===== src/rtl/clk_mon_pkg.sv =====
// Shared types and helpers for clk_ratio_monitor.
package clk_mon_pkg;

    // Width of the consecutive-match counter (LOCK_CNT is at most 15).
    localparam int unsigned MatchCntW = 4;

    typedef enum logic [1:0] {
        StUnlocked = 2'd0,
        StAcq      = 2'd1,
        StLocked   = 2'd2
    } mon_state_e;

    // True when |period - exp_ratio| <= tol. The difference is signed and
    // wider than any counter value, so it cannot wrap.
    function automatic logic ratio_match(input int period, input int exp_ratio, input int tol);
        int diff;
        diff = period - exp_ratio;
        if (diff < 0) begin
            diff = -diff;
        end
        return (diff <= tol);
    endfunction

endpackage


===== src/rtl/sync_edge_det.sv =====
// Two-flop synchronizer with registered history for rise/fall pulse detection.
module sync_edge_det (
    input  logic clk,
    input  logic rst_n,
    input  logic din,
    output logic sync,
    output logic rise,
    output logic fall
);

    logic meta_q;
    logic sync_q;
    logic sync_dly_q;

    // Synchronizer chain plus one delay stage for edge detection.
    always_ff @(posedge clk or negedge rst_n) begin
        if (!rst_n) begin
            meta_q     <= 1'b0;
            sync_q     <= 1'b0;
            sync_dly_q <= 1'b0;
        end else begin
            meta_q     <= din;
            sync_q     <= meta_q;
            sync_dly_q <= sync_q;
        end
    end

    assign sync = sync_q;
    assign rise = sync_q & ~sync_dly_q;
    assign fall = ~sync_q & sync_dly_q;

endmodule


===== src/rtl/clk_ratio_monitor.sv =====
// Measures the period of an asynchronous slow clock in clk cycles, checks it
// against EXP_RATIO +/- TOL and reports lock / lock loss.
// Define CLK_MON_DUTY_EN to build the high-time counter and duty check;
// otherwise high_time and duty_err are tied to 0.
module clk_ratio_monitor
    import clk_mon_pkg::*;
#(
    parameter int unsigned CNT_W     = 8,
    parameter int unsigned EXP_RATIO = 8,
    parameter int unsigned TOL       = 0,
    parameter int unsigned LOCK_CNT  = 4
) (
    input  logic             clk,
    input  logic             rst_n,
    input  logic             clk_in,
    input  logic             clr,
    output logic [CNT_W-1:0] period,
    output logic             period_vld,
    output logic [CNT_W-1:0] high_time,
    output logic             locked,
    output logic             lost,
    output logic             overflow,
    output logic             duty_err
);

    localparam logic [CNT_W-1:0]     CntMax   = '1;
    localparam int unsigned          Timeout  = EXP_RATIO + TOL + 1;
    localparam logic [MatchCntW-1:0] LockCntL = MatchCntW'(LOCK_CNT);

    logic sync_s;
    logic rise;
    logic fall_unused;

    sync_edge_det u_sync (
        .clk   (clk),
        .rst_n (rst_n),
        .din   (clk_in),
        .sync  (sync_s),
        .rise  (rise),
        .fall  (fall_unused)
    );

    mon_state_e           state_q, state_d;
    logic [CNT_W-1:0]     cnt_q, cnt_d;
    logic [CNT_W-1:0]     period_q, period_d;
    logic                 vld_q, vld_d;
    logic [MatchCntW-1:0] match_q, match_d;
    logic                 lost_q, lost_d;
    logic                 ovf_q, ovf_d;
    logic                 high_ovf;
    logic                 period_match;
    logic                 timeout;

    // A saturated period never matches, even with a large tolerance.
    assign period_match = ratio_match(int'(period_q), int'(EXP_RATIO), int'(TOL)) &&
                          (period_q != CntMax);
    assign timeout      = !rise && (int'(cnt_q) >= int'(Timeout));

    // Period counter, measurement capture and lock FSM next-state.
    always_comb begin
        state_d  = state_q;
        cnt_d    = cnt_q;
        period_d = period_q;
        vld_d    = 1'b0;
        match_d  = match_q;
        lost_d   = 1'b0;
        ovf_d    = ovf_q;
        if (clr) begin
            // clr wins over a coincident rise; the edge is dropped.
            state_d  = StUnlocked;
            cnt_d    = '0;
            period_d = '0;
            match_d  = '0;
            ovf_d    = 1'b0;
        end else begin
            if (rise) begin
                cnt_d = CNT_W'(1);
                // The first edge after unlock has no reference edge to measure from.
                if (state_q != StUnlocked) begin
                    period_d = cnt_q;
                    vld_d    = 1'b1;
                end
            end else if (cnt_q == CntMax) begin
                ovf_d = 1'b1;
            end else begin
                cnt_d = cnt_q + 1'b1;
            end
            if (high_ovf) begin
                ovf_d = 1'b1;
            end
            unique case (state_q)
                StUnlocked: begin
                    if (rise) begin
                        state_d = StAcq;
                    end
                end
                StAcq: begin
                    if (vld_q) begin
                        if (period_match) begin
                            match_d = match_q + 1'b1;
                            if (match_q + 1'b1 == LockCntL) begin
                                state_d = StLocked;
                            end
                        end else begin
                            match_d = '0;
                        end
                    end
                end
                StLocked: begin
                    if ((vld_q && !period_match) || timeout) begin
                        state_d = StUnlocked;
                        match_d = '0;
                        lost_d  = 1'b1;
                    end
                end
                default: begin
                    state_d = StUnlocked;
                    match_d = '0;
                end
            endcase
        end
    end

    // State registers.
    always_ff @(posedge clk or negedge rst_n) begin
        if (!rst_n) begin
            state_q  <= StUnlocked;
            cnt_q    <= '0;
            period_q <= '0;
            vld_q    <= 1'b0;
            match_q  <= '0;
            lost_q   <= 1'b0;
            ovf_q    <= 1'b0;
        end else begin
            state_q  <= state_d;
            cnt_q    <= cnt_d;
            period_q <= period_d;
            vld_q    <= vld_d;
            match_q  <= match_d;
            lost_q   <= lost_d;
            ovf_q    <= ovf_d;
        end
    end

`ifdef CLK_MON_DUTY_EN
    logic [CNT_W-1:0] hcnt_q, hcnt_d;
    logic [CNT_W-1:0] high_q, high_d;
    logic             duty_q, duty_d;

    // High-time counter, latched alongside the period; duty errors are sticky.
    always_comb begin
        hcnt_d   = hcnt_q;
        high_d   = high_q;
        duty_d   = duty_q;
        high_ovf = 1'b0;
        if (clr) begin
            hcnt_d = '0;
            high_d = '0;
            duty_d = 1'b0;
        end else begin
            if (rise) begin
                // The rise cycle itself is the first high cycle of the new period.
                hcnt_d = CNT_W'(1);
                if (state_q != StUnlocked) begin
                    high_d = hcnt_q;
                end
            end else if (sync_s) begin
                if (hcnt_q == CntMax) begin
                    high_ovf = 1'b1;
                end else begin
                    hcnt_d = hcnt_q + 1'b1;
                end
            end
            if (vld_q && !ratio_match(int'(high_q), int'(EXP_RATIO / 2), int'(TOL))) begin
                duty_d = 1'b1;
            end
        end
    end

    // Duty measurement registers.
    always_ff @(posedge clk or negedge rst_n) begin
        if (!rst_n) begin
            hcnt_q <= '0;
            high_q <= '0;
            duty_q <= 1'b0;
        end else begin
            hcnt_q <= hcnt_d;
            high_q <= high_d;
            duty_q <= duty_d;
        end
    end

    assign high_time = high_q;
    assign duty_err  = duty_q;
`else
    logic sync_unused;

    assign sync_unused = sync_s;
    assign high_ovf    = 1'b0;
    assign high_time   = '0;
    assign duty_err    = 1'b0;
`endif

    assign period     = period_q;
    assign period_vld = vld_q;
    assign locked     = (state_q == StLocked);
    assign lost       = lost_q;
    assign overflow   = ovf_q;

endmodule


===== config.mk =====
export PLATFORM = sky130hd
export DESIGN_NAME = clk_ratio_monitor
export DESIGN_NICKNAME = d
export VERILOG_FILES = /design/src/rtl/clk_mon_pkg.sv /design/src/rtl/sync_edge_det.sv /design/src/rtl/clk_ratio_monitor.sv
export SDC_FILE = /design/constraint.sdc
export NUM_CORES = 1
export LEC_CHECK = 0
export ABC_CLOCK_PERIOD_IN_PS = 2870
export BUFFER_PORTS_ARGS = -buffer_cell sky130_fd_sc_hd__buf_2
export CAP_MARGIN = 10
export CORE_AREA = 3 3 53 67
export DETAILED_ROUTE_END_ITERATION = 10
export DIE_AREA = 0 0 56 70
export PLACE_DENSITY_LB_ADDON = 0.08
export SLEW_MARGIN = 20
export SYNTH_ARGS = -nofsm -noshare
export SYNTH_HDL_FRONTEND = slang
export SYNTH_SLANG_ARGS = --single-unit

===== constraint.sdc =====
create_clock -name clk -period 2.87 [get_ports clk]
set_input_delay 0.287 -clock clk [delete_from_list [all_inputs] [get_ports clk]]
set_output_delay 0.287 -clock clk [all_outputs]
set_load 0.01 [all_outputs]

==> impl_metrics.yaml <==
status:
  status: "finished, final reports clean"
synthesis:
  netlist_area_um2: 1470
  ys_seq_area_share_pct: 47.6
  synth_cells: 156
  synth_top_area_cell: "dfrtp_1"
  synth_warnings: 0
  synth.avg_cell_area_um2: 9.44
  synthTopCellsByArea: "dfrtp_1 48%, ha_1 5.1%, a21oi_1 4.8%"
  ys_seq_elements: 28
  synth_top_area_share_pct: 47.6
  synth_cell_types: 36
global_route:
  grt_pass1_wl_um: 5010
  grt_use_total_pct: 15.7
  grt_max_degree: 29
  grt_antenna_before_repair: 0
  grt.overflow.total: 0
  grt_pass1_vias: 1105
cts:
  cts_root_buf: "clkbuf_4"
  cts_tree: "done"
  clk_pin_slew_worst_paths_ns: 0.14
  insertion_delay_ns: 0.32
  cts_buffers: 3
  cts_htree_levels: 1
  clockBufferDepth: 2
  post_cts_buffers: 0
  cts.sinks: 28
timing:
  slew_viol_final: 0
  setup-violations-final: 0
  fin_setup_tns_ns: 0
  tightest_slew_ns: 0.751
  slew_headroom_pct: 49.5
  hold_viol_final: 0
  clock_skew_ns: 0.00392
  period_share_pct: 82.6
  finalCriticalPeriod_ns: 2.37
  rsz0062_at_grt: "false"
  fmax_ghz: 0.422
route:
  wirelength_um: 2980
  wl_per_cell_um: 14.3
  via_per_inst: 5.27
  vias: 1096
  drc: 0
  dr.first_iter.drc_count: 42
  drtPass1Iterations: 4
  ant_nets: 0
place:
  placed_area_um2: 1550
  dp.cells: 204
  dpl.hpwl_um: 2240
  io_buffers: 15
  place_congestion: 0.820
worst_setup_path:
  crit_path_start_kind: "flop"
  reg2reg_to: "match_q[3]"
  crit_chain: "inv_1 -> ha_1 -> or4b_4 -> or4_4 -> or4_1 -> o221ai_1"
  path_depth: 6
  ff2ff_path_depth: 6
  ff2ff_setup_slack_ns: 0.50
  rr_startpoint: "period[3]"
  crit_arrival_ns: 2.62
  crit_family: "simple AND/OR/NAND/NOR gates"
  cp-end-kind: "flop"
  crit_buf_inv: 1
  crit_path_start: "period[3]"
  crit_type: "flop to flop"
  max_stage_delay_ns: 0.56
  required_ns: 3.12
  crit_end: "match_q[3]"
  critPathMaxFanout: 4
  cpMaxStageDelayCell: "or4_4"
floorplanning:
  initial_core_util_pct: 49.5
  ioPinCount: 25
  core_area_um2: 2970
  die_width_um: 56
  rows: 22
  dieArea_um2: 3920
  die_h_um: 70
final_layout:
  final_common_cell: "dfrtp_1"
  final_cell_mix: "28 x dfrtp_1, 16 x nand2_1, 15 x buf_2"
  antenna_cells: 0
  fill_cells: 298
  final_area_um2: 1580
  num-nets-final: 184
  drive_gt1_share_pct: 14.0
  fin_util_pct: 53.2
  fin_cells: 208
  area_delta_synth_final_pct: 7.31
power_and_ir_drop:
  p_leak_nw: 0.700
  p_per_area_nw_per_um2: 388
  peakVddDrop_mv: 0.229
  total_power_uw: 613
worst_hold_path:
  min_path_type: "input port to flop"
run:
  maxCapViolCount: 0
## repair_timing
| action | in CTS | in global routing |
|---|---|---|
| hold endpoints to repair | 28 | 0 |
| gates resized for setup | 0 | 0 |
| hold buffers | 1 | 0 |
## layer usage
layer / track usage (%) / wire [µm] / vias to the layer above
li1: - / - / 564
met4: 5.80 / 12 / 0
met3: 2.03 / 80 / 2
met5: 0 / 0 / -
met2: 27.0 / 1510 / 13
met1: 19.9 / 1370 / 517
## cell families after synthesis
| logic type | share of synthesized area [%] |
|---|---|
| flops | 47.6 |
| xor+xnor | 1.78 |
| other cells | 0.255 |
| compound gates | 15.6 |
| simple gates | 19.3 |
| fa+ha+maj | 5.10 |
| buf+inv | 7.65 |
| mux | 2.72 |
## cell usage after synthesis
library cell / count
o311ai_0: 1
ha_1: 6
nand2_1: 16
or4b_4: 1
and3b_1: 1
o22ai_1: 1
buf_4: 9
a211oi_1: 1
or4_1: 1
mux2i_1: 4
a31oi_1: 1
o21ai_0: 10
nand2b_1: 6
a21oi_1: 14
o31ai_1: 4
nand3_1: 5
a41oi_1: 1
or3_1: 2
conb_1: 1
o221ai_1: 2
inv_1: 10
or3b_2: 1
xor2_1: 2
o41ai_1: 1
nor2_1: 11
dfrtp_1: 28
and3_1: 1
xnor2_1: 1
nor4_1: 1
o32ai_1: 1
or2_2: 3
nor2b_1: 1
a21boi_0: 1
clkbuf_1: 2
or4_4: 1
nor3_1: 4
## worst min path at each step
stage	from	endpoint	slack (ns)	depth (start not counted)
floorplan	rst_n	cnt_q[0]	-0.009	0
global placement	rst_n	u_sync.sync_dly_q	0.34	1
detailed placement	rst_n	u_sync.sync_dly_q	0.35	1
CTS	clk_in	u_sync.meta_q	0.05	1
global route	clk_in	u_sync.meta_q	0.04	1
finish	clk_in	u_sync.meta_q	0.06	1
## flip-flops by register name (all words and copies together), names as in the netlist
signal,cells
state_q,2
u_sync.meta_q,1
u_sync.sync,1
period,8
lost,1
u_sync.sync_dly_q,1
match_q,4
overflow,1
period_vld,1
cnt_q,8
## where the power goes
| group | switching (mW) | leakage, nW | internal, mW |
|---|---|---|---|
| Sequential | 0.00736 | 0.381 | 0.401 |
| Combinational | 0.0345 | 0.306 | 0.0123 |
| Clock | 0.109 | 0.0138 | 0.0492 |
| Total | 0.151 | 0.700 | 0.462 |
## layout make-up
cell class	count	area, µm²	share of cell area, %
tap	36	45.0	2.85
timing repair buffer	16	85.1	5.38
sequential	28	701	44.3
inverter	10	37.5	2.38
clock buffer	3	22.5	1.43
multi-input combinational	115	689	43.6
## through the flow
stage	hold slack [ns]	worst slack [ns]
detailed placement	0.346	0.527
global placement	0.339	0.581
global route	0.0352	0.367
floorplan	-0.00859	0.541
finish	0.0578	0.499
CTS	0.0474	0.492
No activity file was read; power rests on OpenSTA's default activity.
